===== src/rtl/pipelined_fp_multiplier.sv =====
// Sign/exponent/mantissa FP multiplier: unpack+multiply, normalize, round+pack in three register stages.
// Latency 3 at one result per cycle; a single enable freezes every stage while the output is blocked.
module pipelined_fp_multiplier #(
    parameter int EXP_W  = 8,
    parameter int MAN_W  = 7,
    parameter bit SAT_EN = 1'b0,
    localparam int W     = 1 + EXP_W + MAN_W
) (
    input  logic         clk,
    input  logic         rst_n,
    input  logic         in_valid,
    output logic         in_ready,
    input  logic [W-1:0] in_a,
    input  logic [W-1:0] in_b,
    input  logic         in_rne,
    output logic         out_valid,
    input  logic         out_ready,
    output logic [W-1:0] out_p,
    output logic [3:0]   out_flags
);
    localparam int SIG_W = MAN_W + 1;
    localparam int PRD_W = 2 * SIG_W;
    localparam int NRM_W = PRD_W - 1;
    localparam int EW    = EXP_W + 2;

    typedef logic signed [EW-1:0] exp_t;
    typedef enum logic [1:0] {K_NUM, K_ZERO, K_INF, K_NAN} kind_t;

    localparam exp_t BIAS    = exp_t'((2 ** (EXP_W - 1)) - 1);
    localparam exp_t EXP_TOP = exp_t'((2 ** EXP_W) - 1);
    localparam exp_t ONE     = exp_t'(1);

    logic             s1_vld_q, s1_vld_d, s1_sign_q, s1_sign_d, s1_rne_q, s1_rne_d;
    kind_t            s1_kind_q, s1_kind_d;
    exp_t             s1_exp_q, s1_exp_d;
    logic [PRD_W-1:0] s1_prod_q, s1_prod_d;
    logic             s2_vld_q, s2_vld_d, s2_sign_q, s2_sign_d, s2_rne_q, s2_rne_d;
    logic             s2_stk_q, s2_stk_d;
    kind_t            s2_kind_q, s2_kind_d;
    exp_t             s2_exp_q, s2_exp_d;
    logic [NRM_W-1:0] s2_man_q, s2_man_d;
    logic             out_vld_q, out_vld_d;
    logic [W-1:0]     out_p_q, out_p_d;
    logic [3:0]       out_flags_q, out_flags_d;

    logic en;
    assign en        = !out_vld_q || out_ready;
    assign in_ready  = en;
    assign out_valid = out_vld_q;
    assign out_p     = out_p_q;
    assign out_flags = out_flags_q;

    // Stage 1: unpack, classify, exponent sum, significand product
    logic [EXP_W-1:0] a_exp, b_exp, a_eff, b_eff;
    logic [MAN_W-1:0] a_man, b_man;
    logic             a_sub, b_sub, a_max, b_max, a_zero, b_zero;

    always_comb begin
        a_exp  = in_a[W-2 -: EXP_W];
        b_exp  = in_b[W-2 -: EXP_W];
        a_man  = in_a[MAN_W-1:0];
        b_man  = in_b[MAN_W-1:0];
        a_sub  = (a_exp == '0);
        b_sub  = (b_exp == '0);
        a_max  = &a_exp;
        b_max  = &b_exp;
        a_zero = a_sub && !(|a_man);
        b_zero = b_sub && !(|b_man);
        a_eff  = a_sub ? EXP_W'(1) : a_exp;
        b_eff  = b_sub ? EXP_W'(1) : b_exp;

        s1_vld_d  = s1_vld_q;
        s1_sign_d = s1_sign_q;
        s1_rne_d  = s1_rne_q;
        s1_kind_d = s1_kind_q;
        s1_exp_d  = s1_exp_q;
        s1_prod_d = s1_prod_q;
        if (en) begin
            s1_vld_d  = in_valid;
            s1_sign_d = in_a[W-1] ^ in_b[W-1];
            s1_rne_d  = in_rne;
            s1_exp_d  = exp_t'({2'b00, a_eff}) + exp_t'({2'b00, b_eff}) - BIAS;
            s1_prod_d = PRD_W'({!a_sub, a_man}) * PRD_W'({!b_sub, b_man});
            if ((a_max && |a_man) || (b_max && |b_man) || (a_max && b_zero) || (b_max && a_zero))
                s1_kind_d = K_NAN;
            else if (a_max || b_max)
                s1_kind_d = K_INF;
            else if (a_zero || b_zero)
                s1_kind_d = K_ZERO;
            else
                s1_kind_d = K_NUM;
        end
    end

    // Stage 2: left shift is capped so the exponent never drops below 1 (subnormal range)
    exp_t lzc, sh;

    always_comb begin
        lzc = exp_t'(NRM_W);
        for (int i = 0; i < NRM_W; i++)
            if (s1_prod_q[i]) lzc = exp_t'(NRM_W - 1 - i);
        sh = '0;
        if (s1_exp_q > ONE)
            sh = (lzc < s1_exp_q - ONE) ? lzc : s1_exp_q - ONE;

        s2_vld_d  = s2_vld_q;
        s2_sign_d = s2_sign_q;
        s2_rne_d  = s2_rne_q;
        s2_kind_d = s2_kind_q;
        s2_exp_d  = s2_exp_q;
        s2_man_d  = s2_man_q;
        s2_stk_d  = s2_stk_q;
        if (en) begin
            s2_vld_d  = s1_vld_q;
            s2_sign_d = s1_sign_q;
            s2_rne_d  = s1_rne_q;
            s2_kind_d = s1_kind_q;
            if (s1_prod_q[PRD_W-1]) begin
                s2_man_d = s1_prod_q[PRD_W-1:1];
                s2_stk_d = s1_prod_q[0];
                s2_exp_d = s1_exp_q + ONE;
            end else begin
                s2_man_d = s1_prod_q[NRM_W-1:0] << sh;
                s2_stk_d = 1'b0;
                s2_exp_d = s1_exp_q - sh;
            end
        end
    end

    // Stage 3: round, range check, special-case override
    logic [SIG_W-1:0] sig;
    logic [SIG_W:0]   sig_r;
    logic             grd, rnd, stk, inc;
    exp_t             exp_r;
    logic [W-1:0]     p_res;
    logic [3:0]       f_res;

    always_comb begin
        sig   = s2_man_q[NRM_W-1 -: SIG_W];
        grd   = s2_man_q[MAN_W-1];
        rnd   = s2_man_q[MAN_W-2];
        stk   = (|s2_man_q[MAN_W-3:0]) || s2_stk_q;
        inc   = s2_rne_q && grd && (rnd || stk || sig[0]);
        sig_r = {1'b0, sig} + (SIG_W+1)'(inc);
        exp_r = s2_exp_q;
        if (sig_r[SIG_W]) begin
            sig_r = sig_r >> 1;
            exp_r = s2_exp_q + ONE;
        end

        p_res = {s2_sign_q, exp_r[EXP_W-1:0], sig_r[MAN_W-1:0]};
        f_res = {3'b000, grd || rnd || stk};
        if (exp_r >= EXP_TOP) begin
            f_res = 4'b0101;
            p_res = SAT_EN ? {s2_sign_q, {(EXP_W-1){1'b1}}, 1'b0, {MAN_W{1'b1}}}
                           : {s2_sign_q, {EXP_W{1'b1}}, {MAN_W{1'b0}}};
        end else if (exp_r < ONE || !sig_r[MAN_W]) begin
            f_res = {3'b001, (|sig) || grd || rnd || stk};
            p_res = {s2_sign_q, {(W-1){1'b0}}};
        end

        case (s2_kind_q)
            K_NAN: begin
                p_res = {1'b0, {EXP_W{1'b1}}, 1'b1, {(MAN_W-1){1'b0}}};
                f_res = 4'b1000;
            end
            K_INF: begin
                p_res = {s2_sign_q, {EXP_W{1'b1}}, {MAN_W{1'b0}}};
                f_res = 4'b0000;
            end
            K_ZERO: begin
                p_res = {s2_sign_q, {(W-1){1'b0}}};
                f_res = 4'b0000;
            end
            default: ;
        endcase

        out_vld_d   = out_vld_q;
        out_p_d     = out_p_q;
        out_flags_d = out_flags_q;
        if (en) begin
            out_vld_d   = s2_vld_q;
            out_p_d     = p_res;
            out_flags_d = f_res;
        end
    end

    always_ff @(posedge clk or negedge rst_n) begin
        if (!rst_n) begin
            s1_vld_q    <= 1'b0;
            s1_sign_q   <= 1'b0;
            s1_rne_q    <= 1'b0;
            s1_kind_q   <= K_NUM;
            s1_exp_q    <= '0;
            s1_prod_q   <= '0;
            s2_vld_q    <= 1'b0;
            s2_sign_q   <= 1'b0;
            s2_rne_q    <= 1'b0;
            s2_kind_q   <= K_NUM;
            s2_exp_q    <= '0;
            s2_man_q    <= '0;
            s2_stk_q    <= 1'b0;
            out_vld_q   <= 1'b0;
            out_p_q     <= '0;
            out_flags_q <= '0;
        end else begin
            s1_vld_q    <= s1_vld_d;
            s1_sign_q   <= s1_sign_d;
            s1_rne_q    <= s1_rne_d;
            s1_kind_q   <= s1_kind_d;
            s1_exp_q    <= s1_exp_d;
            s1_prod_q   <= s1_prod_d;
            s2_vld_q    <= s2_vld_d;
            s2_sign_q   <= s2_sign_d;
            s2_rne_q    <= s2_rne_d;
            s2_kind_q   <= s2_kind_d;
            s2_exp_q    <= s2_exp_d;
            s2_man_q    <= s2_man_d;
            s2_stk_q    <= s2_stk_d;
            out_vld_q   <= out_vld_d;
            out_p_q     <= out_p_d;
            out_flags_q <= out_flags_d;
        end
    end
endmodule

===== config.mk =====
export PLATFORM = sky130hd
export DESIGN_NAME = pipelined_fp_multiplier
export DESIGN_NICKNAME = d
export VERILOG_FILES = /design/src/rtl/pipelined_fp_multiplier.sv
export SDC_FILE = /design/constraint.sdc
export NUM_CORES = 1
export LEC_CHECK = 0
export CORE_ASPECT_RATIO = 0.7
export CORE_MARGIN = 3
export CORE_UTILIZATION = 52
export CTS_CLUSTER_SIZE = 24
export DETAILED_ROUTE_END_ITERATION = 7
export DONT_BUFFER_PORTS = 1
export PLACE_DENSITY = 0.67
export SYNTH_ARGS = -nofsm -noshare
export SYNTH_HDL_FRONTEND = slang
export SYNTH_SLANG_ARGS = --single-unit

===== constraint.sdc =====
create_clock -name clk -period 13.6 [get_ports clk]
set_clock_uncertainty 0.05 [all_clocks]
set_input_delay 2.72 -clock clk [delete_from_list [all_inputs] [get_ports clk]]
set_output_delay 2.72 -clock clk [all_outputs]
set_load 0.03 [all_outputs]

After elaboration in Yosys (flattened, before gate mapping)
Cells that the tools add are included.
Cells by class
  add/subtract/negate cells: 7
  $mul: 1
  $lt $le $gt $ge: 4
  equality and inequality tests: 3
  shift operators: 1
  mux-type cells: 33
  bitwise logic cells: 1
  reductions and logical operators: 38
Operators with widths (count)
  two-way mux 10 bit: 18
  case mux 16 bit (3 select lines): 1
  two-way mux 15 bit: 3
  two-way mux 8 bit: 3
  adder 10 x 2 -> 10 bit (second input constant): 2
  logical NOT 8 bit: 2
  multiplier 8 x 8 -> 16 bit: 1
  AND reduction 8 bit: 2
  logical OR 1 bit: 15
  left shift 15 x 10 -> 15 bit: 1
  OR reduction 7 bit: 2
  greater-or-equal comparator 10 x 9 -> 1 bit (second input constant): 1
  > comparator 10 x 2 -> 1 bit (second input constant): 1
  less-than comparator 10 bit: 1
  less-than comparator 10 x 2 -> 1 bit (second input constant): 1
  subtractor 10 bit: 1
  subtractor 10 x 2 -> 10 bit (second input constant): 1
  subtractor 9 x 7 -> 10 bit (second input constant): 1
  adder 8 x 1 -> 9 bit: 1
  adder 8 x 8 -> 9 bit: 1
  logical AND 1 bit: 8
  case mux 4 bit (2 select lines): 1
  OR reduction 8 bit: 1
  logical NOT 1 bit: 6
  other kinds (8): 13
Word-level totals
  register bits: 83
  output and inout bits: 22
  logic and storage cells: 104

Depth between registers and ports, before layout
  depth in word-level cells: 20
  gate-level depth with buffers: 26
  mapped depth without buffers: 23

Worst setup path after synthesis
No wires, ideal clock.
  path kind: input-to-reg
  from: input in_b[11]
  to: register s1_prod_q[15]
  arrival time: 6.817 ns
  path slack: 6.651 ns
  cell stages on the path: 15
  path buffers: 0
  cell sequence: nor4_1 -> nand2_1 -> nand2_1 -> fa_1 -> fa_1 -> fa_1 -> inv_1 -> fa_1 -> ha_1 -> a21boi_0 -> o211ai_1 -> a21oi_1 -> nor4_1 -> or3_1 -> a31oi_1
Between the ends
  longest elaborated chain between the ends: 3
RTL lines
  start, declared: line 14  | input logic [W-1:0] in_b,
  logical NOT 8 bit: line 64  | b_sub = (b_exp == '0);
  logical NOT 1 bit: line 83  | s1_prod_d = PRD_W'({!a_sub, a_man}) * PRD_W'({!b_sub, b_man});
  multiplier 8 x 8 -> 16 bit: line 83
  end signal, assigned: line 212  | s1_prod_q <= s1_prod_d;
  end, declared: line 36  | logic [PRD_W-1:0] s1_prod_q, s1_prod_d;
Every way passes these cells.
A chain may end at the register's enable or synchronous reset.

Worst setup path in the final report
  from: input in_b[7]
  to: register s1_prod_q[15]
The elaborated chain is that of the path after synthesis.

==> results.toml <==
[clock_tree]
cts_made_buffers = 9
cts_resized = 0
htreeDepth = 3
clock_tree.root_cell = "clkbuf_16"
clk_latency_ns = 0.34
clockBufferDepth = 2
postCtsHoldBufs = 0
cts_setup_buffers = 0
clkSinkCount = 83
cts.reportedPaths.clkPinSlew_ns = 0.06
cts_tree = "done"

[drt]
ant_nets = 0
drc = 0
drt-total-wl_um = 19670
drt-wirelength-per-cell_um = 17.09
drt_iter0_drc = 501
viasPerCell = 6.067
wl_met1_um = 10370
highest_layer = "met4"
wl_met3_um = 1404
firstDrtPassIters = 5
vias = 6983
dr_wl_met2_um = 7710

[global_routing]
track_usage_pct = 22.95
grt_overflow = 0
grt_pass1_vias = 6355
grt_max_degree = 84
grt_pass1_wl_um = 33080
antenna_found_initial = 0

[critical_path]
critPathLaunchType = "input pin"
reg2reg_depth = 21
critPathKind = "in2reg"
end_kind = "flip-flop"
worst_ep_required_time_ns = 13.81
reg2reg_from = "s1_prod_q[8]"
path_max_fanout = 9
r2r_slack_ns = 6.79
cp_data_arrival_time_ns = 7.36
r2r_end = "s2_exp_q[9]"

[sta]
rsz0062_at_grt = "false"
setup_viol = 0
fin_worst_hold_slack_ns = 0.4203
drv_slew = 0
hold_violations = 0
period_share_pct = 52.53
fmax_mhz = 140.0
max_slew_margin_pct = 46.54
period_needed_ns = 7.144
worst_pin_slew_ns = 0.8020
tns_ns = 0

[yosys]
ys_ff_latch = 83
synth_flop_cell = "dfrtp_1"
ys_async_sr_fraction_pct = 100.0
synth_cells = 1002
seq_area_frac_synth_pct = 25.27
avgSynthCellArea_um2 = 8.204
synth.distinct_cells = 74
syn_area_mm2 = 0.008220
synth_edf_count = 0
yosysWarnings = 0
syn-num-nets = 1146

[run]
maxCapViolations = 0

[worst_hold_path]
hold_end = "s1_kind_q[1]"
hold_path_class = "reg2reg"
hold_path_depth = 2
min_from = "s1_kind_q[1]"

[floorplanning]
coreArea_mm2 = 0.01509
start_util_pct = 54.47
rows = 37
die_area_mm2 = 0.01738
fp.dieW_um = 156.3
die_y_um = 111.2
io_pins = 59

[cells_and_area]
finalNonFillerCells = 1151
antenna_cells = 0
area_growth_pct = 3.714
nets = 1095
drive_gt1_share_pct = 4.393

[placed_design]
port_buffers = 0
dp_hpwl_um = 14790
finalWeightedCongestion = 0.8860
place_inst = 1135

[status]
outcome = "complete, no violations"

[pwr]
power_density_mw_per_mm2 = 221.3
leakage_nw = 3.888
ir_drop_mv = 0.1540
[flip-flops by register name (all words and copies together), names as in the netlist]
register / cells
s2_exp_q: 10
s1_vld_q: 1
s1_rne_q: 1
out_flags: 4
s2_man_q: 15
s2_rne_q: 1
s2_vld_q: 1
s1_kind_q: 2
out_valid: 1
s2_kind_q: 2
s2_stk_q: 1
s1_sign_q: 1
s2_sign_q: 1
s1_exp_q: 10
out_p: 16
s1_prod_q: 16
[stage by stage]
stage	util (%)	power [mW]	setup slack [ns]	cell area [um2]
CTS	56.49	1.886	6.466	8526
finish	56.49	1.887	6.456	8526
detailed placement	54.64	1.646	6.121	8247
floorplan	-	1.422	6.651	8220
global route	56.49	2.067	6.180	8526
global placement	54.64	1.632	6.248	8247
[how the worst max path moves through the flow]
stage               startpoint            end  slack (ns)  cells past startpoint
finish                 in_b[7]  s1_prod_q[15]        6.46                     15
global route           in_b[7]  s1_prod_q[15]        6.18                     15
CTS                    in_b[7]  s1_prod_q[15]        6.47                     15
detailed placement     in_b[7]  s1_prod_q[15]        6.12                     15
global placement       in_b[7]  s1_prod_q[15]        6.25                     15
floorplan             in_b[11]  s1_prod_q[15]        6.65                     15
[kinds of logic (layout without fill, tap and decap cells)]
logic type,count (synthesis),in the layout,synth area share (%)
fa+ha+maj,107,107,19.76
buf+inv,139,93,6.454
xor+xnor,50,50,5.327
flops,83,83,25.27
mux,19,19,2.481
simple gates,385,385,22.10
compound gates,219,219,18.62
[where the power goes]
part	internal, mW	total, mW	switching (mW)
registers	0.357	0.574	0.217
logic	0.467	1.08	0.617
clock network	0.129	0.229	0.101
total	0.952	1.89	0.935
[critical path: stages]
cell      delay [ns]
nor4_1          0.37
nand2_1         0.30
nand2_1         0.18
fa_1            0.42
fa_1            0.51
fa_1            0.54
inv_1           0.05
fa_1            0.47
ha_1            0.34
a21boi_0        0.36
o211ai_1        0.18
a21oi_1         0.25
nor4_1          0.11
or3_1           0.38
a31oi_1         0.16
[cell type report]
| cell class | instances | area [um2] |
|---|---|---|
| fillers | 1416 | 6566 |
| multi-input cells | 780 | 5620 |
| flip-flops and latches | 83 | 2077 |
| inverters | 73 | 275.3 |
| well taps | 195 | 244.0 |
| clock buffers | 10 | 239.0 |
| clock inverters | 6 | 40.04 |
| repair buffers | 4 | 30.03 |
[Yosys cell counts, types with 7 or more instances]
cell type	instances	area [um2]
a211oi_1	11	82.58
a21o_1	7	52.55
a21oi_1	56	280.3
a221oi_1	9	78.83
a31oi_1	13	81.33
and2_1	33	206.5
buf_2	7	35.03
clkbuf_1	57	214.0
dfrtp_1	83	2077
fa_1	38	760.7
ha_1	69	863.3
inv_1	72	270.3
mux2i_1	17	170.2
nand2_1	135	506.7
nand2b_1	9	56.30
nand3_1	21	105.1
nor2_1	96	360.4
nor2b_1	8	50.05
nor3_1	22	110.1
nor4_1	21	131.4
o211ai_1	8	60.06
o21ai_0	36	180.2
o21bai_1	9	67.56
xnor2_1	28	245.2
xor2_1	22	192.7
[placed cells by master, fill, tap and decap left out, types with 6 or more instances in the layout]
| master | Yosys | layout |
|---|---|---|
| nor4_1 | 21 | 21 |
| fa_1 | 38 | 38 |
| nand2_1 | 135 | 135 |
| nand3_1 | 21 | 21 |
| o22ai_1 | 6 | 6 |
| clkbuf_16 | 0 | 9 |
| a211oi_1 | 11 | 11 |
| o22a_1 | 6 | 6 |
| o21a_1 | 6 | 6 |
| a21oi_1 | 56 | 56 |
| dfrtp_1 | 83 | 83 |
| nand2b_1 | 9 | 9 |
| ha_1 | 69 | 69 |
| nor3_1 | 22 | 22 |
| o21ai_0 | 36 | 36 |
| xor2_1 | 22 | 22 |
| nand4_1 | 6 | 6 |
| xnor2_1 | 28 | 28 |
| o21bai_1 | 9 | 9 |
| a21o_1 | 7 | 7 |
| nor2_1 | 96 | 96 |
| a221oi_1 | 9 | 9 |
| a31oi_1 | 13 | 13 |
| a22o_1 | 6 | 6 |
| o211ai_1 | 8 | 8 |
| and3_1 | 6 | 6 |
| mux2i_1 | 17 | 17 |
| and2_1 | 33 | 33 |
| nor2b_1 | 8 | 7 |
| inv_1 | 72 | 71 |
[routing by layer]
layer | track usage, % | up-vias
met4 | 3.907 | 0
li1 | - | 3386
met3 | 5.150 | 15
met5 | 0 | -
met1 | 38.58 | 3366
met2 | 29.50 | 216
Power figures use the tool's default switching activity.
